==> config.mk <==
export PLATFORM = sky130hd
export DESIGN_NAME = fifo_tx_sched
export DESIGN_NICKNAME = d
export VERILOG_FILES = /design/src/rtl/fifo_sched_pkg.sv /design/src/rtl/fifo_occ_counter.sv /design/src/rtl/fifo_tx_sched.sv
export SDC_FILE = /design/constraint.sdc
export NUM_CORES = 1
export LEC_CHECK = 0
export ABC_CLOCK_PERIOD_IN_PS = 3400
export BUFFER_PORTS_ARGS = -buffer_cell sky130_fd_sc_hd__clkbuf_2
export CORE_MARGIN = 4
export CORE_UTILIZATION = 30
export CTS_BUF_LIST = sky130_fd_sc_hd__clkbuf_8
export CTS_CLUSTER_DIAMETER = 40
export CTS_CLUSTER_SIZE = 14
export DETAILED_ROUTE_END_ITERATION = 12
export GPL_TIMING_DRIVEN = 0
export PLACE_DENSITY = 0.6
export SLEW_MARGIN = 20
export SYNTH_ARGS = -nofsm -noshare
export SYNTH_HDL_FRONTEND = slang
export SYNTH_HIERARCHICAL = 1
export SYNTH_SLANG_ARGS = --single-unit
export TNS_END_PERCENT = 5
==> constraint.sdc <==
create_clock -name i_clk -period 3.4 [get_ports i_clk]
set_clock_uncertainty 0.2 [all_clocks]
set_input_delay 0.51 -clock i_clk [delete_from_list [all_inputs] [get_ports i_clk]]
set_output_delay 0.51 -clock i_clk [all_outputs]
set_load 0.03 [all_outputs]
==> src/rtl/fifo_sched_pkg.sv <==
// -----------------------------------------------------------------------------
// fifo_sched_pkg
// Shared types and helpers for the bridge FIFO transmit scheduler.
//   sched_state_t : scheduler FSM states
//   DATA_W_DEF    : default byte width
//   cnt_width()   : width of an occupancy counter able to hold 0..depth
// -----------------------------------------------------------------------------
package fifo_sched_pkg;

    localparam int DATA_W_DEF = 8;

    typedef enum logic [2:0] {
        ST_IDLE    = 3'd0,
        ST_READ    = 3'd1,
        ST_CAPTURE = 3'd2,
        ST_SEND    = 3'd3,
        ST_FLUSH   = 3'd4
    } sched_state_t;

    function automatic int cnt_width(input int depth);
        return $clog2(depth) + 1;
    endfunction

endpackage

==> src/rtl/fifo_occ_counter.sv <==
// -----------------------------------------------------------------------------
// fifo_occ_counter
// Up/down occupancy counter for a FIFO controller, with empty/full decode.
// Ports:
//   i_clk, i_reset_n : clock, asynchronous active-low reset
//   i_inc            : an entry was written this cycle
//   i_dec            : an entry was popped this cycle
//   o_count          : current occupancy (0..DEPTH)
//   o_empty, o_full  : count==0, count==DEPTH
// The caller guarantees no increment while full and no decrement while empty.
// -----------------------------------------------------------------------------
module fifo_occ_counter
    import fifo_sched_pkg::*;
#(
    parameter int DEPTH = 16,
    parameter int CNT_W = cnt_width(DEPTH)
) (
    input  logic             i_clk,
    input  logic             i_reset_n,
    input  logic             i_inc,
    input  logic             i_dec,
    output logic [CNT_W-1:0] o_count,
    output logic             o_empty,
    output logic             o_full
);

    logic [CNT_W-1:0] r_count;

    always_ff @(posedge i_clk or negedge i_reset_n) begin
        if (!i_reset_n) begin
            r_count <= '0;
        end else if (i_inc && !i_dec) begin
            r_count <= r_count + CNT_W'(1);
        end else if (i_dec && !i_inc) begin
            r_count <= r_count - CNT_W'(1);
        end
    end

    assign o_count = r_count;
    assign o_empty = (r_count == '0);
    assign o_full  = (r_count == CNT_W'(DEPTH));

endmodule

==> src/rtl/fifo_tx_sched.sv <==
// -----------------------------------------------------------------------------
// fifo_tx_sched
// Sequences the 8-bit bridge FIFO between the I2C receive side and the UART
// transmitter. Owns the FIFO enables, tracks occupancy itself, pops bytes and
// offers them to the UART over valid/ready, back-pressures the writer and
// services a flush request.
// Ports:
//   i_clk, i_reset_n            : clock, asynchronous active-low reset
//   i_wr_valid/i_wr_data        : writer offer
//   o_wr_ready                  : space available and not flushing
//   o_fifo_en_write/o_fifo_data : FIFO write side (combinational pass-through)
//   o_fifo_en_read              : FIFO pop (registered)
//   i_fifo_data                 : FIFO read data, valid the cycle after a pop
//   i_fifo_underflow/overflow   : FIFO consistency flags
//   i_flush                     : single-cycle request to discard contents
//   o_tx_valid/o_tx_data/i_tx_ready : UART handshake
//   o_count/o_empty/o_full      : occupancy
//   o_error                     : sticky FIFO-flag alarm
// Optional build macro FIFO_SCHED_STATS_EN adds:
//   o_drop_cnt : saturating count of cycles a write was refused
//   o_tx_cnt   : wrapping count of completed UART handshakes
// -----------------------------------------------------------------------------
module fifo_tx_sched
    import fifo_sched_pkg::*;
#(
    parameter int DEPTH  = 16,
    parameter int DATA_W = DATA_W_DEF,
    parameter int CNT_W  = cnt_width(DEPTH)
) (
    input  logic              i_clk,
    input  logic              i_reset_n,
    input  logic              i_wr_valid,
    input  logic [DATA_W-1:0] i_wr_data,
    output logic              o_wr_ready,
    output logic              o_fifo_en_write,
    output logic [DATA_W-1:0] o_fifo_data,
    output logic              o_fifo_en_read,
    input  logic [DATA_W-1:0] i_fifo_data,
    input  logic              i_fifo_underflow,
    input  logic              i_fifo_overflow,
    input  logic              i_flush,
    output logic              o_tx_valid,
    output logic [DATA_W-1:0] o_tx_data,
    input  logic              i_tx_ready,
    output logic [CNT_W-1:0]  o_count,
    output logic              o_empty,
    output logic              o_full,
    output logic              o_error
`ifdef FIFO_SCHED_STATS_EN
    ,
    output logic [15:0]       o_drop_cnt,
    output logic [15:0]       o_tx_cnt
`endif
);

    sched_state_t      r_state;
    sched_state_t      w_state_next;
    logic              r_fifo_en_read;
    logic              w_en_read_next;
    logic [DATA_W-1:0] r_tx_data;
    logic              r_flush_pending;
    logic              w_flush_clr;
    logic              r_error;

    logic              w_wr_ready;
    logic              w_push;
    logic              w_pop;
    logic [CNT_W-1:0]  w_count;
    logic              w_empty;
    logic              w_full;

    assign w_wr_ready = !w_full && (r_state != ST_FLUSH);
    assign w_push     = i_wr_valid && w_wr_ready;
    // The registered read enable is the pop itself: it is only raised for
    // READ or FLUSH cycles, both of which are entered with count>0.
    assign w_pop      = r_fifo_en_read;

    fifo_occ_counter #(
        .DEPTH (DEPTH),
        .CNT_W (CNT_W)
    ) u_occ (
        .i_clk     (i_clk),
        .i_reset_n (i_reset_n),
        .i_inc     (w_push),
        .i_dec     (w_pop),
        .o_count   (w_count),
        .o_empty   (w_empty),
        .o_full    (w_full)
    );

    always_comb begin
        w_state_next = r_state;
        w_flush_clr  = 1'b0;
        case (r_state)
            ST_IDLE: begin
                if (r_flush_pending) begin
                    w_flush_clr = 1'b1;
                    if (!w_empty) begin
                        w_state_next = ST_FLUSH;
                    end
                end else if (!w_empty) begin
                    w_state_next = ST_READ;
                end
            end
            ST_READ:    w_state_next = ST_CAPTURE;
            ST_CAPTURE: w_state_next = ST_SEND;
            ST_SEND: begin
                if (i_tx_ready) begin
                    w_state_next = ST_IDLE;
                end
            end
            ST_FLUSH: begin
                // Writes are blocked here, so count only falls; the pop issued
                // while count==1 empties the FIFO.
                if (w_count == CNT_W'(1)) begin
                    w_state_next = ST_IDLE;
                end
            end
            default: w_state_next = ST_IDLE;
        endcase
        w_en_read_next = (w_state_next == ST_READ) || (w_state_next == ST_FLUSH);
    end

    always_ff @(posedge i_clk or negedge i_reset_n) begin
        if (!i_reset_n) begin
            r_state         <= ST_IDLE;
            r_fifo_en_read  <= 1'b0;
            r_tx_data       <= '0;
            r_flush_pending <= 1'b0;
            r_error         <= 1'b0;
        end else begin
            r_state        <= w_state_next;
            r_fifo_en_read <= w_en_read_next;
            if (r_state == ST_CAPTURE) begin
                r_tx_data <= i_fifo_data;
            end
            // A new request wins over the clear so a pulse is never lost.
            r_flush_pending <= i_flush || (r_flush_pending && !w_flush_clr);
            if (i_fifo_underflow || i_fifo_overflow) begin
                r_error <= 1'b1;
            end
        end
    end

    assign o_wr_ready      = w_wr_ready;
    assign o_fifo_en_write = w_push;
    assign o_fifo_data     = i_wr_data;
    assign o_fifo_en_read  = r_fifo_en_read;
    assign o_tx_valid      = (r_state == ST_SEND);
    assign o_tx_data       = r_tx_data;
    assign o_count         = w_count;
    assign o_empty         = w_empty;
    assign o_full          = w_full;
    assign o_error         = r_error;

`ifdef FIFO_SCHED_STATS_EN
    logic [15:0] r_drop_cnt;
    logic [15:0] r_tx_cnt;

    always_ff @(posedge i_clk or negedge i_reset_n) begin
        if (!i_reset_n) begin
            r_drop_cnt <= '0;
            r_tx_cnt   <= '0;
        end else begin
            if (i_wr_valid && !w_wr_ready && (r_drop_cnt != 16'hFFFF)) begin
                r_drop_cnt <= r_drop_cnt + 16'd1;
            end
            if (o_tx_valid && i_tx_ready) begin
                r_tx_cnt <= r_tx_cnt + 16'd1;
            end
        end
    end

    assign o_drop_cnt = r_drop_cnt;
    assign o_tx_cnt   = r_tx_cnt;
`endif

endmodule

==> flow_metrics.tcl <==
set metrics [dict create \
    grt_usage 0.108 \
    endpoint "u_occ/o_count[4]" \
    ys_ff_latch 19 \
    synth_common_cells "19 x dfrtp_1, 9 x mux2_2, 8 x buf_4" \
    n_antenna_cell 0 \
    clkLatencyLatePin_ps 250 \
    r2r-end "u_occ/o_count[4]" \
    gp_congestion 0.827 \
    cts_buffer_depth 2 \
    num_rows 21 \
    synth.most_common_cell "dfrtp_1" \
    netlist_area_mm2 0.00105 \
    num-fill-cells 362 \
    p_clk_frac 0.120 \
    endpoint_kind "register" \
    io-pin-count 51 \
    grt_pass1_vias 852 \
    finalSetupViolCount 0 \
    violations "negative hold slack" \
    cp_data_required_time_ps 3320 \
    drt_iter0_drc 8 \
    seq_power_share 0.327 \
    port_buffers 42 \
    fmax_mhz 315 \
    drv_cap 0 \
    die-width_um 67.1 \
    vias 864 \
    min_period_ps 3170 \
    maxSlewHeadroom 0.693 \
    fp.dieH_um 67.1 \
    r2r_cells 10 \
    post_cts_buffers 0 \
    cts_root_buffer "clkbuf_8" \
    synth_top_area_share 0.454 \
    start_util 0.311 \
    p_leak_nw 0.649 \
    yosysWarnings 6 \
    switching_share 0.462 \
    post_drt_wl_per_cell_um 12.4 \
    pre_cts_slack_ps 151 \
    power.density_mw_per_mm2 907 \
    power_frac_comb 0.554 \
    drc_errors 0 \
    totalWireLength_um 2300 \
    cp_data_arrival_time_ps 3100 \
    p_int_uw 672 \
    hpwl_um 1850 \
    crit_path_max_fanout 7 \
    avgSynthCellArea_um2 11.1 \
    fin_util 0.409 \
    syn2layout_area_growth_pct 31.4 \
    yosysTopAreaCell "dfrtp_1" \
    ff_latch_area_um2 478 \
    final_cell_area_mm2 0.00138 \
    ys_seq_area_frac 0.454 \
    synth-edff-count 0 \
    drv_slew 0 \
    tightestPinTransition_ps 461 \
    grt_pass1_wl_um 3790 \
    crit_start "u_occ/o_count[0]" \
    power.net_switching_uw 577 \
    status "finished, violations left" \
    cts_made_buffers 3 \
    ys_types 33 \
    antenna_left 0 \
    dominantRegCellSynth "dfrtp_1" \
    synth_cells 94 \
    report.final.hold_viol_count 10 \
    ctsHoldBuffers 0 \
    rsz0062_at_grt "no" \
    firstDrtPassIters 2 \
    core_mm2 0.00336 \
    hold_slack_ps -1.63 \
    cts_tree "built" \
    synthTopCellsByArea "dfrtp_1 45%, mux2_2 9.7%, buf_4 5.7%" \
    cts_sinks 19 \
    multi_input_area_um2 494 \
    drive_above_1_share 0.536 \
    antenna_found_initial 0 \
    clkSlewWorstSetupHoldPaths_ps 70 \
    fin_nets 169 \
    fin_ws_ps 228 \
    die-area_mm2 0.00450 \
    peakVddDrop_uv 502 \
    startpoint_type "register" \
    vias_per_cell 4.65 \
    grt_start_max_net_pins 20 \
    reg2reg_from "u_occ/o_count[0]" \
    finalSetupTns_ps 0 \
    htreeDepth 1 \
    syn_nets 122 \
    dpl_cell_area_mm2 0.00133 \
    post-route-period-util 0.933 \
    crit_type "register to register" \
    cts_resized 0 \
    async_reset_ff_frac 1.00 \
    r2r_slack_ps 230 \
    holdCritPathClass "input port to asynchronous set/reset pin" \
    gr-total-overflow 0 \
]
==> through the flow <==
step                      cells  power [mW]  hold slack (ps)
after CTS                   186        1.27             12.2
after global routing        186        1.35             44.0
after detailed placement    182        1.11              258
final                       186        1.25            -1.63
after global placement      182        1.08              255
after floorplan              94       0.919             14.4
==> state kept, by name, indices dropped and copies added, names as in the netlist <==
signal           cells
o_tx_data            8
r_flush_pending      1
u_occ/o_count        5
o_error              1
r_state              3
o_fifo_en_read       1
==> cell usage in the layout (no fill, tap or decap), types with 2 or more instances in the layout <==
cell type and instances:
nor3_1 3, nand3_1 3, nor3b_1 2, mux2_2 9, a21oi_1 6, inv_1 4
clkbuf_2 42, clkbuf_8 3, dfrtp_1 17, nand2_1 3, nor2_1 4, buf_4 8
xnor2_1 2, dfrtp_2 2, ha_1 4, o21ai_0 3, or4_1 3
==> power by group through the flow <==
stage	clock network (mW)	registers [mW]	logic, mW
6_report	0.149	0.408	0.691
5_1_grt	0.166	0.425	0.759
4_1_cts	0.159	0.409	0.701
3_5_place_dp	0	0.413	0.699
3_3_place_gp	0	0.406	0.678
2_1_floorplan	0	0.563	0.355
==> cell type report <==
cell class | instances | share of cell area
Inverter | 4 | 0.0109
Clock buffer | 3 | 0.0300
Multi-Input combinational cell | 61 | 0.359
Timing Repair Buffer | 42 | 0.153
Clock inverter | 1 | 0.00273
Buffer | 10 | 0.0555
Tap cell | 46 | 0.0418
Sequential cell | 19 | 0.347
==> metal layers <==
layer  up-vias  share of wire  track usage
met1       411           0.41        0.133
li1        417              -            -
met5         -              0            0
met2        36           0.49        0.193
met3         0          0.093       0.0169
met4         0              0       0.0304
==> cell families after synthesis <==
| logic type | share of synthesized area |
|---|---|
| fa+ha+maj | 0.0669 |
| flops | 0.454 |
| buf+inv | 0.0872 |
| simple gates | 0.174 |
| mux | 0.106 |
| xor+xnor | 0.0167 |
| compound gates | 0.0944 |
==> worst max-delay path, stage by stage, from the launching register on <==
cell and delay [ps]:
dfrtp_2 450, or4_1 600, nor2_4 130, a21oi_2 50
and2_4 170, ha_1 260, inv_2 140, ha_1 310
or4_1 540, o211ai_2 90, o211ai_1 100
==> how the worst min path moves through the flow <==
stage	from	to	slack [ps]	cells past startpoint
global route	i_reset_n	o_tx_data[4]	40	1
detailed placement	o_error	o_error	260	1
floorplan	i_reset_n	o_error	10	0
CTS	i_reset_n	o_tx_data[4]	10	1
global placement	o_error	o_error	260	1
finish	i_reset_n	o_error	-2	1
Note: power is estimated with default switching activity, not from simulation.
